$ cat config.mk
export PLATFORM = sky130hd
export DESIGN_NAME = alu_pipe
export DESIGN_NICKNAME = d
export VERILOG_FILES = /design/src/rtl/alu_pipe.sv
export SDC_FILE = /design/constraint.sdc
export NUM_CORES = 1
export LEC_CHECK = 0
export BUFFER_PORTS_ARGS = -buffer_cell sky130_fd_sc_hd__buf_2
export CAP_MARGIN = 40
export CORE_MARGIN = 3
export CORE_UTILIZATION = 50
export DETAILED_ROUTE_END_ITERATION = 16
export PLACE_DENSITY_LB_ADDON = 0.1
export SLEW_MARGIN = 20
export SYNTH_ARGS = -nofsm -noshare
export SYNTH_HDL_FRONTEND = slang
export SYNTH_SLANG_ARGS = --single-unit
$ cat constraint.sdc
create_clock -name clk -period 4.3 [get_ports clk]
set_input_delay 0.86 -clock clk [delete_from_list [all_inputs] [get_ports clk]]
set_output_delay 0.86 -clock clk [all_outputs]
set_load 0.005 [all_outputs]
$ cat src/rtl/alu_pipe.sv
// Two-stage pipelined integer ALU with valid/ready handshake, tag passthrough and flush.
// Define ALU_BITMANIP_EN to enable CTZ/CLZ/CPOP/ROL/ROR/MIN/MAX/MINU/MAXU/ANDN.
module alu_pipe #(
  parameter int unsigned XLEN  = 32,
  parameter int unsigned TAG_W = 6
) (
  input  logic             clk,
  input  logic             rst,
  input  logic             flush,
  input  logic             in_valid,
  output logic             in_ready,
  input  logic [4:0]       in_op,
  input  logic [XLEN-1:0]  in_a,
  input  logic [XLEN-1:0]  in_b,
  input  logic [TAG_W-1:0] in_tag,
  output logic             out_valid,
  input  logic             out_ready,
  output logic [XLEN-1:0]  out_result,
  output logic [TAG_W-1:0] out_tag,
  output logic             out_illegal
);

  localparam int unsigned ShW = $clog2(XLEN);

  logic             s1_valid_q;
  logic [4:0]       s1_op_q;
  logic [XLEN-1:0]  s1_a_q, s1_b_q;
  logic [TAG_W-1:0] s1_tag_q;

  logic             s2_valid_q;
  logic [XLEN-1:0]  s2_result_q;
  logic             s2_illegal_q;
  logic [TAG_W-1:0] s2_tag_q;

  logic             s1_load, s2_load;
  logic [XLEN-1:0]  result_d;
  logic             illegal_d;
  logic [ShW-1:0]   shamt;
`ifdef ALU_BITMANIP_EN
  logic [2*XLEN-1:0] rot;
`endif

  assign s2_load  = !s2_valid_q || out_ready;
  assign s1_load  = !s1_valid_q || s2_load;
  assign in_ready = !rst && !flush && (!s1_valid_q || !s2_valid_q || out_ready);
  assign shamt    = s1_b_q[ShW-1:0];

  always_comb begin
    result_d  = '0;
    illegal_d = 1'b0;
`ifdef ALU_BITMANIP_EN
    rot       = '0;
`endif
    case (s1_op_q)
      5'b00000: result_d = s1_a_q + s1_b_q;
      5'b01000: result_d = s1_a_q - s1_b_q;
      5'b00001: result_d = s1_a_q << shamt;
      5'b00010: result_d = {{(XLEN-1){1'b0}}, $signed(s1_a_q) < $signed(s1_b_q)};
      5'b00011: result_d = {{(XLEN-1){1'b0}}, s1_a_q < s1_b_q};
      5'b00100: result_d = s1_a_q ^ s1_b_q;
      5'b00101: result_d = s1_a_q >> shamt;
      5'b01101: result_d = $signed(s1_a_q) >>> shamt;
      5'b00110: result_d = s1_a_q | s1_b_q;
      5'b00111: result_d = s1_a_q & s1_b_q;
`ifdef ALU_BITMANIP_EN
      5'b01001: begin
        result_d = XLEN'(XLEN);
        for (int i = int'(XLEN) - 1; i >= 0; i--) begin
          if (s1_a_q[i]) result_d = XLEN'(i);
        end
      end
      5'b01010: begin
        result_d = XLEN'(XLEN);
        for (int i = 0; i < int'(XLEN); i++) begin
          if (s1_a_q[i]) result_d = XLEN'(int'(XLEN) - 1 - i);
        end
      end
      5'b01011: begin
        for (int i = 0; i < int'(XLEN); i++) result_d = result_d + XLEN'(s1_a_q[i]);
      end
      // Rotates shift a doubled operand so no special case is needed for a zero amount.
      5'b10000: begin
        rot      = {s1_a_q, s1_a_q} << shamt;
        result_d = rot[2*XLEN-1:XLEN];
      end
      5'b10001: begin
        rot      = {s1_a_q, s1_a_q} >> shamt;
        result_d = rot[XLEN-1:0];
      end
      5'b10010: result_d = ($signed(s1_a_q) < $signed(s1_b_q)) ? s1_a_q : s1_b_q;
      5'b10011: result_d = ($signed(s1_a_q) < $signed(s1_b_q)) ? s1_b_q : s1_a_q;
      5'b10100: result_d = (s1_a_q < s1_b_q) ? s1_a_q : s1_b_q;
      5'b10101: result_d = (s1_a_q < s1_b_q) ? s1_b_q : s1_a_q;
      5'b10110: result_d = s1_a_q & ~s1_b_q;
`endif
      default:  illegal_d = 1'b1;
    endcase
  end

  always_ff @(posedge clk) begin
    if (rst) begin
      s1_valid_q   <= 1'b0;
      s1_op_q      <= '0;
      s1_a_q       <= '0;
      s1_b_q       <= '0;
      s1_tag_q     <= '0;
      s2_valid_q   <= 1'b0;
      s2_result_q  <= '0;
      s2_illegal_q <= 1'b0;
      s2_tag_q     <= '0;
    end else if (flush) begin
      s1_valid_q <= 1'b0;
      s2_valid_q <= 1'b0;
    end else begin
      if (s2_load) begin
        s2_valid_q <= s1_valid_q;
        if (s1_valid_q) begin
          s2_result_q  <= result_d;
          s2_illegal_q <= illegal_d;
          s2_tag_q     <= s1_tag_q;
        end
      end
      if (s1_load) begin
        s1_valid_q <= in_valid;
        if (in_valid) begin
          s1_op_q  <= in_op;
          s1_a_q   <= in_a;
          s1_b_q   <= in_b;
          s1_tag_q <= in_tag;
        end
      end
    end
  end

  assign out_valid   = s2_valid_q;
  assign out_result  = s2_result_q;
  assign out_tag     = s2_tag_q;
  assign out_illegal = s2_illegal_q;

endmodule

==> metrics.txt, run 1 <==
CTS clk-pin slew, worst paths=70 ps; largest net degree at the start of global routing=74; Final Hold Vio Count=0; Inserted Clock Buffers=17; Seq cells post-synth=116; Async SR Flop Fraction=0%; Cell variety after synth=91; status=finished, final reports clean; wire per inst=25.6 microns; Root Driver=clkbuf_16; Reg area=2330 sq um; reg2reg setup slack=520 ps; via count=14600; row cnt=58; Worst Hold End=out_result[18]; max-slew violations=0; DRC errors left=0; Die W=167 microns; input/output buffers=120; vias in the first global route=13400; CP max FO=11; Post-Syn Area=12900 sq um; All-Layer GR Usage=39.0%; period utilization=88.0%; Routed Antenna Nets=0; Clock Path Buffers=2; Setup Buffers After CTS=0; RSZ-0062 raised after global routing=false; Antenna diodes=0; starting density of the core=51.1%; most used cell, CP=or3_1; Slowest-stage cell, CP=a2111oi_0; Seq/Total Area, Yosys=18.0%; cell count after synthesis=1776; clock sinks=116; hold path cells=2; dpl cells=2156; Core Box Area=25300 sq um; PwrDens=274 nW/um^2; final setup TNS=0 ps; hold path startpoint=out_result[18]; Worst Setup End Kind=flop; Final #Nets=2027; Layout area overhead=13.3%; layout cells sized above 1=18.1%; Pwr Total=4.00 mW; footprint of the multi-input gates=9600 sq um; Clock Skew=21.0 ps; CP cell instances=inv_1, ha_1, or3_1, a2111oi_2, or4_4, a211oi_4, nor4_1, nor2_1, a2111oi_0, or3_1, o211a_1; worst reg-to-reg path cell count=11; Routability Congestion=1.05; Worst-Skew Late Latency=440 ps; Fillers=2466; post-route insts no fill=2191; final number of setup-violating endpoints=0; WL final=56100 microns; I/O pins=121; first-pass GRT wire length=84200 microns; die height=167 microns; Crit Path Class=flop to flop; Critical R2R Launch=s1_b_q[6]; relative slew slack=44.0%; CTS tree=built; Max VDD drop=227 uV; Critical Path Start Type=flop; DRT iter0 DRCs=2128; Leakage Power=5.84 nW; reg2reg end=out_result[28]; total gr overflow=0; final hold slack=450 ps; max-cap violations=0; Crit path required time=4680 ps; Die ar.=27800 sq um; count of hold-fix buffers inserted at cts=0; Initial DRT Pass Iterations=6; Worst-Margin Slew=819 ps; Syn Nets=1955; fin crit period=3780 ps; initial antenna violation count=0; CP max stage delay=750 ps; Avg Inst Size Synth=7.26 sq um; Hold/Removal Path Class=flop to flop; Main synth FF type=dfxtp_1; DR vias/cell=6.66; Max Freq=264 MHz; PostCTS Resize Cnt=0; Syn. warnings=0; number of synthesized flops with an enable pin=0; hpwl dp=42600 microns; # H-tree levels=4; CP arrival=4160 ps
==> worst max-delay path by stage <==
stage,from,endpoint,cells after the start
finish,s1_b_q[6],out_result[28],11
floorplan,s1_b_q[2],out_result[26],16
global placement,s1_b_q[6],out_result[28],11
CTS,s1_a_q[0],out_result[30],11
detailed placement,s1_a_q[0],out_result[30],11
global route,s1_b_q[6],out_result[28],11
==> kinds of logic (layout without fill, tap and decap cells) <==
| kind of cell | Yosys count | in the layout | share of synthesized area, % |
|---|---|---|---|
| AO/OA/AOI/OAI | 546 | 546 | 26.5 |
| XOR/XNOR | 22 | 22 | 1.49 |
| adder cells (fa/ha/maj) | 99 | 99 | 9.72 |
| buffers and inverters | 254 | 339 | 7.80 |
| flip-flops | 116 | 116 | 18.0 |
| multiplexers | 115 | 115 | 15.1 |
| AND/OR/NAND/NOR | 624 | 624 | 21.4 |
==> report_power, final <==
group          leakage [nW]  total (mW)  switching (mW)  internal [mW]
sequential            0.946        1.17          0.0541           1.11
combinational          4.59        1.23           0.779          0.451
clock                 0.304        1.61           0.675          0.934
==> flip-flops by register name (all words and copies together), names as in the netlist <==
signal       flops
out_result      32
s1_a_q          32
s1_b_q          32
out_tag          6
s1_tag_q         6
s1_op_q          5
out_illegal      1
out_valid        1
s1_valid_q       1
==> synth_stat cells, drive strengths merged, types with 31 or more instances <==
cell	n	area (sq um)
a21oi	208	1050
buf	38	194
nor3	53	265
ha	97	1210
a211oi	31	250
dfxtp	116	2320
nor2	157	589
mux2i	41	410
nand2	278	1040
inv	102	383
nand3	31	155
clkbuf	112	422
o21ai	128	644
mux4	63	1420
==> worst max-delay path: cells and delay by family (launching register included) <==
family                   cells  cell delay (ps)
flip-flops                   1              350
AND/OR/NAND/NOR              5             1530
adder cells (fa/ha/maj)      1              430
AO/OA/AOI/OAI                4             1340
buffers and inverters        1               70
==> cells in the final DEF (no fill, tap or decap), types with 10 or more instances in the layout <==
cell type	netlist	final
nand3_1	31	31
a22oi_1	22	22
buf_4	7	81
a21oi_1	206	206
nor3_1	53	52
o21bai_1	16	16
nor2b_1	10	10
o211ai_1	14	14
clkbuf_16	0	17
mux2_2	11	11
a221oi_1	12	12
a21o_1	20	20
xnor2_1	19	19
a31oi_1	11	11
mux2i_1	41	41
a211oi_1	29	29
ha_1	97	97
or3_1	15	15
mux4_2	63	63
nor4_1	16	15
nand4_1	18	18
inv_1	102	101
buf_2	14	119
nand2_1	278	278
nand2b_1	11	11
dfxtp_1	116	111
nor2_1	157	156
o21ai_0	122	122
==> final cells by class <==
| type | count | area share [%] |
|---|---|---|
| inverter | 104 | 2.67 |
| timing repair buffer | 203 | 8.64 |
| clock inverter | 14 | 1.31 |
| multi-input combinational | 1406 | 65.7 |
| tap | 330 | 2.82 |
| sequential | 116 | 15.9 |
| clock buffer | 18 | 2.94 |
==> routing by layer <==
metal | up-vias | track usage [%] | part of all wire (%) | routed length, microns
met2 | 1012 | 57.4 | 42 | 23500
met1 | 6931 | 56.7 | 42 | 23700
met5 | - | 0 | 0 | 0
met4 | 0 | 11.2 | 2.9 | 1610
li1 | 6530 | - | - | -
met3 | 114 | 9.64 | 13 | 7210
==> metrics by stage <==
stage | util, % | setup slack (ps) | area [sq um]
6_report | 57.9 | 518 | 14600
3_5_place_dp | 55.2 | 684 | 13900
4_1_cts | 57.6 | 659 | 14600
5_1_grt | 57.9 | 432 | 14600
3_3_place_gp | 55.2 | 753 | 13900
2_1_floorplan | - | 507 | 12900
Note: power is estimated with default switching activity, not from simulation.
==> run 2, diff against run 1 <==
--- a/config.mk
+++ b/config.mk
@@ -6,7 +6,7 @@
 export NUM_CORES = 1
 export LEC_CHECK = 0
 export BUFFER_PORTS_ARGS = -buffer_cell sky130_fd_sc_hd__buf_2
-export CAP_MARGIN = 40
+export CAP_MARGIN = 25
 export CORE_MARGIN = 3
 export CORE_UTILIZATION = 50
 export DETAILED_ROUTE_END_ITERATION = 16
==> constraint.sdc (replaced) <==
create_clock -name clk -period 4.3 [get_ports clk]
set_input_delay 0.215 -clock clk [delete_from_list [all_inputs] [get_ports clk]]
set_output_delay 0.215 -clock clk [all_outputs]
set_load 0.005 [all_outputs]
==> run 2 against run 1 <==
Effect of this change:
- global-route usage hardly changed
- cell count is 0.59% lower
- via count is 0.67% lower
- largest power group unchanged
- sequential share of layout area is 0.17 points higher
==> metrics.txt, run 2 (synthesis results as in run 1) <==
WL final=56000 microns; Core Box Area=25300 sq um; reg2reg end=out_result[26]; CTS tree=built; Reg power frac=29.9%; Inserted Clock Buffers=17; Leakage Power=5.75 nW; All-Layer GR Usage=39.0%; Final #Nets=2013; Int Power=2.44 mW; final setup TNS=0 ps; max-cap violations=0; fin crit period=3810 ps; input/output buffers=120; most frequent cells in the layout=nand2_1 (278), a21oi_1 (206), nor2_1 (157); Max Freq=263 MHz; most common cell after layout, fill and taps aside=nand2_1; clock sinks=116; Layout area overhead=12.1%; status=finished, final reports clean; largest net degree at the start of global routing=76; Initial DRT Pass Iterations=8; Die ar.=27800 sq um; # H-tree levels=4; hpwl dp=41800 microns; I/O pins=121; initial antenna violation count=0; worst reg-to-reg path cell count=11; hold path cells=3; starting density of the core=51.1%; DRC errors left=0; DR vias/cell=6.65; DRT iter0 DRCs=2117; Clock Path Buffers=2; Crit Path Class=flop to flop; P_sw=1.48 mW; final hold slack=4.07 ps; PostCTS Resize Cnt=0; logic gate share of total power=30.6%; Worst Setup End Kind=flop; reg2reg setup slack=490 ps; Max VDD drop=218 uV; Root Driver=clkbuf_16; via count=14500; first-pass GRT wire length=83700 microns; PwrDens=271 nW/um^2; count of hold-fix buffers inserted at cts=0; RSZ-0062 raised after global routing=false; vias in the first global route=13200; total gr overflow=0; Crit path required time=4590 ps; CP max FO=6; Hold/Removal Path Class=input port to flop; die height=167 microns; Sw Share=37.7%; period utilization=88.5%; CTS clk-pin slew, worst paths=80 ps; CP arrival=4100 ps; Critical Path Start Type=flop; Worst Hold End=s1_a_q[12]; Setup Buffers After CTS=0; Worst-Margin Slew=947 ps; max-slew violations=0; Clock Skew=20.0 ps; Critical R2R Launch=s1_a_q[0]; Worst-Skew Late Latency=440 ps; Fillers=2406; Clock power frac=39.5%; layout cells sized above 1=17.5%; hold path startpoint=in_a[12]; row cnt=58; Routed Antenna Nets=0; wire per inst=25.7 microns; Routability Congestion=1.04; Die W=167 microns; Final Hold Vio Count=0; final number of setup-violating endpoints=0; relative slew slack=36.6%
[run 2: worst max-delay path, cell delays in order (launching register included)]
cell,delay (ps)
dfxtp_1,340
ha_1,250
fa_1,450
a211oi_1,420
o211ai_1,210
a41oi_1,500
o21ai_1,320
a221oi_4,430
o21ai_2,180
a221o_1,340
a21oi_1,170
a211oi_1,70
[run 2: power by group through the flow]
stage	Sequential (mW)	Combinational, mW	Clock (mW)
2_1_floorplan	1.17	0.788	0
6_report	1.17	1.20	1.55
4_1_cts	1.17	1.16	1.55
3_3_place_gp	1.19	1.15	0
5_1_grt	1.17	1.28	1.59
3_5_place_dp	1.19	1.16	0
[run 2: cell type report]
class | count | area, sq um | share of cell area, %
diodes | 1 | 2.50 | 0.0173
clock buffers | 18 | 439 | 3.04
clock inverters | 14 | 166 | 1.15
inverters | 104 | 390 | 2.70
multi-input cells | 1406 | 9600 | 66.4
flip-flops and latches | 116 | 2330 | 16.1
well taps | 330 | 413 | 2.86
repair buffers | 189 | 1120 | 7.75
[run 2: how the worst max path moves through the flow]
| stage | cells past startpoint | slack (ps) | endpoint | start |
|---|---|---|---|---|
| 2_1_floorplan | 16 | 510 | out_result[26] | s1_b_q[2] |
| 3_3_place_gp | 11 | 730 | out_result[26] | s1_a_q[0] |
| 3_5_place_dp | 11 | 660 | out_result[26] | s1_a_q[0] |
| 4_1_cts | 11 | 640 | out_result[26] | s1_a_q[0] |
| 5_1_grt | 11 | 380 | out_result[26] | s1_a_q[0] |
| 6_report | 11 | 490 | out_result[26] | s1_a_q[0] |
[run 2: routing by layer]
metal	up-vias	GRT usage [%]	part of all wire, %
met1	6859	57.4	42
met4	0	13.1	4.0
li1	6506	-	-
met5	-	0	0
met2	973	55.2	41
met3	151	10.1	13
[run 2: stage by stage]
step	util (%)	area (sq um)	total power, mW	setup slack [ps]	instances
after floorplan	-	12900	1.96	507	1776
after global routing	57.3	14500	4.04	381	2177
after global placement	54.9	13900	2.34	730	2145
after CTS	57.3	14500	3.88	643	2177
final	57.3	14500	3.91	493	2178
after detailed placement	54.9	13900	2.35	656	2145
